### config.mk
export PLATFORM = sky130hd
export DESIGN_NAME = pipe_ctrl
export DESIGN_NICKNAME = d
export VERILOG_FILES = /design/src/rtl/pipe_ctrl.sv
export SDC_FILE = /design/constraint.sdc
export NUM_CORES = 1
export LEC_CHECK = 0
export ABC_AREA = 0
export BUFFER_PORTS_ARGS = -buffer_cell sky130_fd_sc_hd__buf_2
export CAP_MARGIN = 25
export CORE_AREA = 2 2 78 80
export DETAILED_ROUTE_END_ITERATION = 8
export DIE_AREA = 0 0 80 82
export PLACE_DENSITY = 0.87
export SYNTH_ARGS = -nofsm -noshare
export SYNTH_HDL_FRONTEND = slang
export SYNTH_SLANG_ARGS = --single-unit
### constraint.sdc
create_clock -name clk -period 1.7 [get_ports clk]
set_input_delay 0.255 -clock clk [delete_from_list [all_inputs] [get_ports clk]]
set_output_delay 0.255 -clock clk [all_outputs]
set_load 0.05 [all_outputs]
### src/rtl/pipe_ctrl.sv
// Pipeline stall/flush controller: stall mask merge, exception/ERET flush FSM with
// post-flush blanking, stall watchdog, optional stall-cycle counter (PIPE_CTRL_PERF_EN).
module pipe_ctrl #(
  parameter int unsigned NSTAGE     = 6,
  parameter logic [31:0] EXC_VECTOR = 32'h00000020,
  parameter logic [31:0] ERET_TYPE  = 32'h0000000e,
  parameter int unsigned REFILL_CYC = 3,
  parameter int unsigned MAX_STALL  = 64
) (
  input  logic              clk,
  input  logic              rst,
  input  logic [NSTAGE-1:0] stallreq,
  input  logic              except_valid,
  input  logic [31:0]       excepttype,
  input  logic [31:0]       cp0_epc,
  output logic [NSTAGE-1:0] stall,
  output logic              flush,
  output logic [31:0]       new_pc,
  output logic              stall_timeout,
`ifdef PIPE_CTRL_PERF_EN
  output logic [31:0]       stall_cycles,
`endif
  output logic [1:0]        dbg_state_o
);

  typedef enum logic [1:0] {
    RUN    = 2'd0,
    FLUSH  = 2'd1,
    REFILL = 2'd2
  } state_t;

  localparam logic [3:0]  REFILL_LD = 4'(REFILL_CYC);
  localparam logic [15:0] MAX16     = 16'(MAX_STALL);

  state_t            state_q;
  logic              flush_q;
  logic [31:0]       new_pc_q;
  logic [3:0]        refill_cnt_q;
  logic [15:0]       wd_cnt_q;
  logic              timeout_q;
  logic [NSTAGE-1:0] stall_mask;
  logic              req_acc;

  // Stage k stalling must also hold every older stage 0..k-1, so each bit is the
  // OR of requests from itself and all younger stages; bit 0 (PC) never requests.
  always_comb begin
    req_acc    = 1'b0;
    stall_mask = '0;
    for (int i = int'(NSTAGE) - 1; i >= 1; i--) begin
      req_acc       = req_acc | stallreq[i];
      stall_mask[i] = req_acc;
    end
    stall_mask[0] = req_acc;
  end

  assign stall = (rst || state_q == FLUSH) ? '0 : stall_mask;

  // except_valid is a one-sided strobe with no ready: it is acted on only in RUN
  // and silently dropped in FLUSH and REFILL.
  always_ff @(posedge clk) begin
    if (rst) begin
      state_q      <= RUN;
      flush_q      <= 1'b0;
      new_pc_q     <= '0;
      refill_cnt_q <= '0;
    end else begin
      flush_q <= 1'b0;
      unique case (state_q)
        RUN: begin
          if (except_valid) begin
            state_q  <= FLUSH;
            flush_q  <= 1'b1;
            new_pc_q <= (excepttype == ERET_TYPE) ? cp0_epc : EXC_VECTOR;
          end
        end
        FLUSH: begin
          state_q      <= REFILL;
          refill_cnt_q <= REFILL_LD;
        end
        REFILL: begin
          refill_cnt_q <= refill_cnt_q - 4'd1;
          if (refill_cnt_q <= 4'd1) state_q <= RUN;
        end
        default: state_q <= RUN;
      endcase
    end
  end

  // Watchdog: run length of consecutive stalled cycles, saturating at MAX_STALL.
  always_ff @(posedge clk) begin
    if (rst) begin
      wd_cnt_q  <= '0;
      timeout_q <= 1'b0;
    end else if (stall == '0) begin
      wd_cnt_q <= '0;
    end else if (wd_cnt_q != MAX16) begin
      wd_cnt_q <= wd_cnt_q + 16'd1;
      if (wd_cnt_q == MAX16 - 16'd1) timeout_q <= 1'b1;
    end
  end

`ifdef PIPE_CTRL_PERF_EN
  logic [31:0] stall_cycles_q;

  always_ff @(posedge clk) begin
    if (rst) stall_cycles_q <= '0;
    else if (stall != '0) stall_cycles_q <= stall_cycles_q + 32'd1;
  end

  assign stall_cycles = stall_cycles_q;
`endif

  assign flush         = flush_q;
  assign new_pc        = new_pc_q;
  assign stall_timeout = timeout_q;
  assign dbg_state_o   = state_q;

endmodule
# Yosys cells after proc, flatten, opt, wreduce, memory -nomap -nowiden

Cells that the tools add are included.

Flip-flop bits (word level): 56
Output and inout bits: 42
Word-level logic and storage cells: 38

$add $sub $neg: 2
$lt $le $gt $ge: 1
Eq/ne operators: 7
Muxes and demuxes: 7
Bitwise operators: 6
Reductions and logical operators: 9

Operators by type and width:

| kind                    | count |
|---|---|
| $eq A32 B4 Y1 const B   | 1 |
| $mux W32                | 1 |
| $add A16 B1 Y16 const B | 1 |
| $eq A16 B6 Y1 const B   | 1 |
| $ne A16 B7 Y1 const B   | 1 |
| $pmux W4 S2             | 1 |
| $logic_not A6 Y1        | 1 |
| $mux W6                 | 1 |
| $pmux W2 S3             | 1 |
| $le A4 B1 Y1 const B    | 1 |
| $mux W2                 | 2 |
| $ne A2 B2 Y1 const B    | 2 |
| $or A1 B1 Y1            | 4 |
| $reduce_and A2 Y1       | 2 |
| $reduce_or A2 Y1        | 2 |
| $sub A4 B1 Y4 const B   | 1 |
| $reduce_and A3 Y1       | 1 |
| $eq A2 B1 Y1 const B    | 1 |
| $eq A2 B2 Y1 const B    | 1 |
| $logic_not A2 Y1        | 1 |
| $not A1 Y1              | 2 |
| $reduce_bool A2 Y1      | 1 |
| $logic_or A1 B1 Y1      | 1 |
| $mux W1                 | 1 |

# Logic depth before layout (Yosys ltp)

Depth in word-level cells: 8
Gate-level depth with buffers: 6
Mapped depth without buffers: 6

# Worst setup path after synthesis

OpenSTA, ideal clock, no wires.

Path type: reg-to-output
Start: reg state_q[1] (netlist: dbg_state_o[1])
End: out stall[5]
Arrival time: 2.244 ns
Setup slack: -0.799 ns
Cell stages (with the launch flop): 4
Buffers on the path: 0
Cell sequence: dfxtp_1 -> inv_1 -> ha_1 -> nor3b_1

Word-level cells in the longest chain between the ends: 3

Ends and longest elaborated chain:

| what                     | RTL line | text |
|---|---|---|
| start: declaration       | 35       | `state_t state_q;` |
| start signal: assignment | 62       | `state_q <= RUN;` |
| start signal: assignment | 71       | `state_q <= FLUSH;` |
| start signal: assignment | 77       | `state_q <= REFILL;` |
| $eq A2 B1 Y1             | 56       | `assign stall = (rst \|\| state_q == FLUSH) ? '0 : stall_mask;` |
| $logic_or A1 B1 Y1       | 56       |  |
| $mux W6                  | 56       |  |
| end: declaration         | 16       | `output logic [NSTAGE-1:0] stall,` |

Every way passes these cells.

# Worst setup path after layout

Start: reg state_q[1] (netlist: dbg_state_o[1])
End: out stall[0]

The elaborated chain is that of the path after synthesis.

==> flow_metrics.py <==
metrics = {
    "worst_setup_path": {
        "required_ns": 1.44,
        "critical_path_class": "flip-flop to primary output",
        "crit_path_end_kind": "primary output",
        "max_stage_delay_ns": 0.38,
        "worstPathCellList": "inv_4, ha_4, a211o_4, clkinvlp_4, buf_8",
        "cp_max_fo": 5,
        "cp_data_arrival_time_ns": 1.44,
        "cpMaxStageDelayCell": "dfxtp_4",
        "crit_path_start_kind": "flip-flop",
    },
    "power": {
        "p_total_mw": 2.87,
        "ir_worst_vdd_uv": 425,
        "p_leak_nw": 1.56,
        "powerDensity_nw_per_um2": 853,
    },
    "synth": {
        "synth-compound-area-share_pct": 18.4,
        "synth_fp_nets": 315,
        "synthesis.yosys.warnings": 0,
        "synth-xor-area-share_pct": 3.44,
        "synth_most_common_cell": "dfxtp_1",
        "synthSimpleGateAreaFrac_pct": 20.3,
        "synth_fa_ha_area_share_pct": 4.37,
        "synthArstFlopShare_pct": 0,
        "syn_area_um2": 2290,
        "synthMuxAreaShare_pct": 0.873,
        "synth_top_family_by_area": "simple AND/OR/NAND/NOR gates",
        "avgSynthCellArea_um2": 9.80,
        "synth_cell_types": 38,
        "seq_area_frac_synth_pct": 48.9,
        "synth_top_area_share_pct": 48.9,
        "ys_ff_latch": 56,
        "synth_top_flop_cell": "dfxtp_1",
        "synth_edf_count": 0,
        "synthTopCellsByArea": "dfxtp_1 49%, a22o_1 12%, ha_1 4.4%, nor4_1 3.3%, nor2_1 2.8%",
        "yosysTopAreaCell": "dfxtp_1",
        "synth_common_cells": "56 x dfxtp_1, 31 x a22o_1, 17 x nor2_1, 12 x nor4_1, 10 x nand3_1",
        "synth_cells": 234,
    },
    "layout": {
        "fin_nets": 450,
        "finalCoreUtilization_pct": 58.6,
        "drive_gt1_share_pct": 46.5,
        "syn_to_final_growth_pct": 47.0,
        "n_antenna_cell": 0,
        "fin_cells": 445,
    },
    "die": {
        "start_util_pct": 39.9,
        "rows": 28,
        "pin_count": 115,
        "core_area_um2": 5750,
        "fp.dieW_um": 80,
        "dieArea_um2": 6560,
        "die_h_um": 82,
    },
    "sta": {
        "finalClockSkew_ns": 0.00707,
        "final.min_clock_period_ns": 1.69,
        "hold_violations": 0,
        "max_freq_ghz": 0.592,
        "post-route-period-util_pct": 99.4,
        "drv_slew": 0,
        "tightest_slew_ns": 0.465,
        "slew_headroom_pct": 68.7,
        "rsz0062_at_grt": "yes",
        "setup_violations": 0,
        "whs_ns": 0.141,
        "fin_tns_setup_ns": 0,
    },
    "global_routing": {
        "gr-total-overflow": 0,
        "grtUsageTotal_pct": 18.8,
        "grt_pass1_vias": 2213,
        "antenna_found_initial": 0,
        "grt_max_degree": 32,
        "grt_pass1_wl_um": 9680,
    },
    "route": {
        "ant_nets": 0,
        "vias_per_cell": 5.20,
        "vias": 2312,
        "drcViolationCount": 0,
        "wl_um": 5970,
        "firstDrtPassIters": 4,
        "drtIter0Drc": 81,
        "wl_per_cell_um": 13.4,
    },
    "place": {
        "dp_hpwl_um": 4590,
        "gp_congestion": 0.815,
        "dp.cells": 431,
        "port_buffers": 113,
    },
    "cts": {
        "cts_root_buf": "clkbuf_8",
        "cts.sinks": 56,
        "cts_tree": "done",
        "path_clk_slew_ns": 0.11,
        "max-clock-path-buffers": 2,
        "cts_buffers": 5,
        "clock_latency_ns": 0.31,
        "h-tree-depth": 2,
    },
    "flow_run": {
        "cap_violations": 0,
    },
    "status": {
        "outcome": "completed",
    },
    "min_path": {
        "hp-class": "primary input to flip-flop",
    },
}
==> registers in the layout (all words and copies together) (netlist names) <==
signal / cells
dbg_state_o: 2
flush: 1
new_pc: 32
refill_cnt_q: 4
stall_timeout: 1
wd_cnt_q: 16
==> worst max-delay path, delay by kind of cell (launching register included) <==
kind,cells,cell delay (ns)
AOI/OAI and AO/OA,1,0.28
DFF,1,0.38
adders and majority gates,1,0.17
buffers and inverters,3,0.30
==> report_power, final <==
group / internal [mW] / switching (mW) / total [mW]
clock: 0.304 / 0.452 / 0.757
sequential: 1.36 / 0.0376 / 1.39
combinational: 0.299 / 0.424 / 0.723
total: 1.96 / 0.914 / 2.87
==> per-layer routing <==
metal	vias to the layer above	part of all wire (%)	track usage, %
li1	1139	-	-
met1	1076	41	21.8
met2	89	52	33.7
met3	8	5.7	4.07
met4	0	1.6	7.46
met5	-	0	0
==> cell type report <==
| cell class | count | area, µm² |
|---|---|---|
| Clock buffer | 5 | 68.8 |
| Clock inverter | 3 | 26.3 |
| Fill cell | 492 | 2380 |
| Inverter | 9 | 40.0 |
| Multi-Input combinational cell | 157 | 1180 |
| Sequential cell | 56 | 1130 |
| Tap cell | 75 | 93.8 |
| Timing Repair Buffer | 140 | 826 |
==> layout by cell type, fill, tap and decap left out, types with 2 or more instances in the layout <==
cell type	instances
and3_1	2
nor2_1	17
o31ai_1	2
or3_1	2
buf_2	109
buf_12	2
nor4_1	9
nor4_2	2
nor3b_1	3
xnor2_1	2
dfxtp_4	2
a21oi_1	8
xor2_1	7
inv_6	2
nor3_4	2
a22o_1	31
o21ai_0	7
nand2_1	8
or3_4	2
nand4_1	7
dfxtp_2	4
buf_8	2
dfxtp_1	50
inv_1	7
buf_6	2
buf_4	25
nand3_1	10
ha_1	7
nor4b_1	2
nor3_1	3
nand4b_1	2
clkbuf_8	5
mux2i_1	2
==> worst paths after layout <==
check	startpoint	to	slack (ns)	depth (start not counted)
setup / recovery	dbg_state_o[1]	stall[0]	0.009	5
hold / removal	cp0_epc[14]	new_pc[14]	0.14	2
setup reg to reg	wd_cnt_q[10]	wd_cnt_q[2]	0.03	5
hold reg to reg	stall_timeout	stall_timeout	0.48	2
==> stage by stage <==
stage / setup slack (ns) / instance area, µm²
finish: 0.00944 / 3370
global route: -0.0704 / 3370
CTS: -0.0341 / 3320
detailed placement: -0.149 / 3150
global placement: -0.0792 / 3150
floorplan: 0.00365 / 2360
==> timing repair <==
action	CTS	global route
gates resized for setup	10	12
pin swaps	4	3
endpoints found under the setup margin	5	8
cloned	0	0
buffers inserted	5	1
hold buffers	0	0
==> cell families after synthesis <==
kind of cell    after synthesis
compound gates               56
xor+xnor                      9
fa+ha+maj                     8
buf+inv                      21
flops                        56
mux                           2
simple gates                 82
Note: power is estimated with default switching activity, not from simulation.
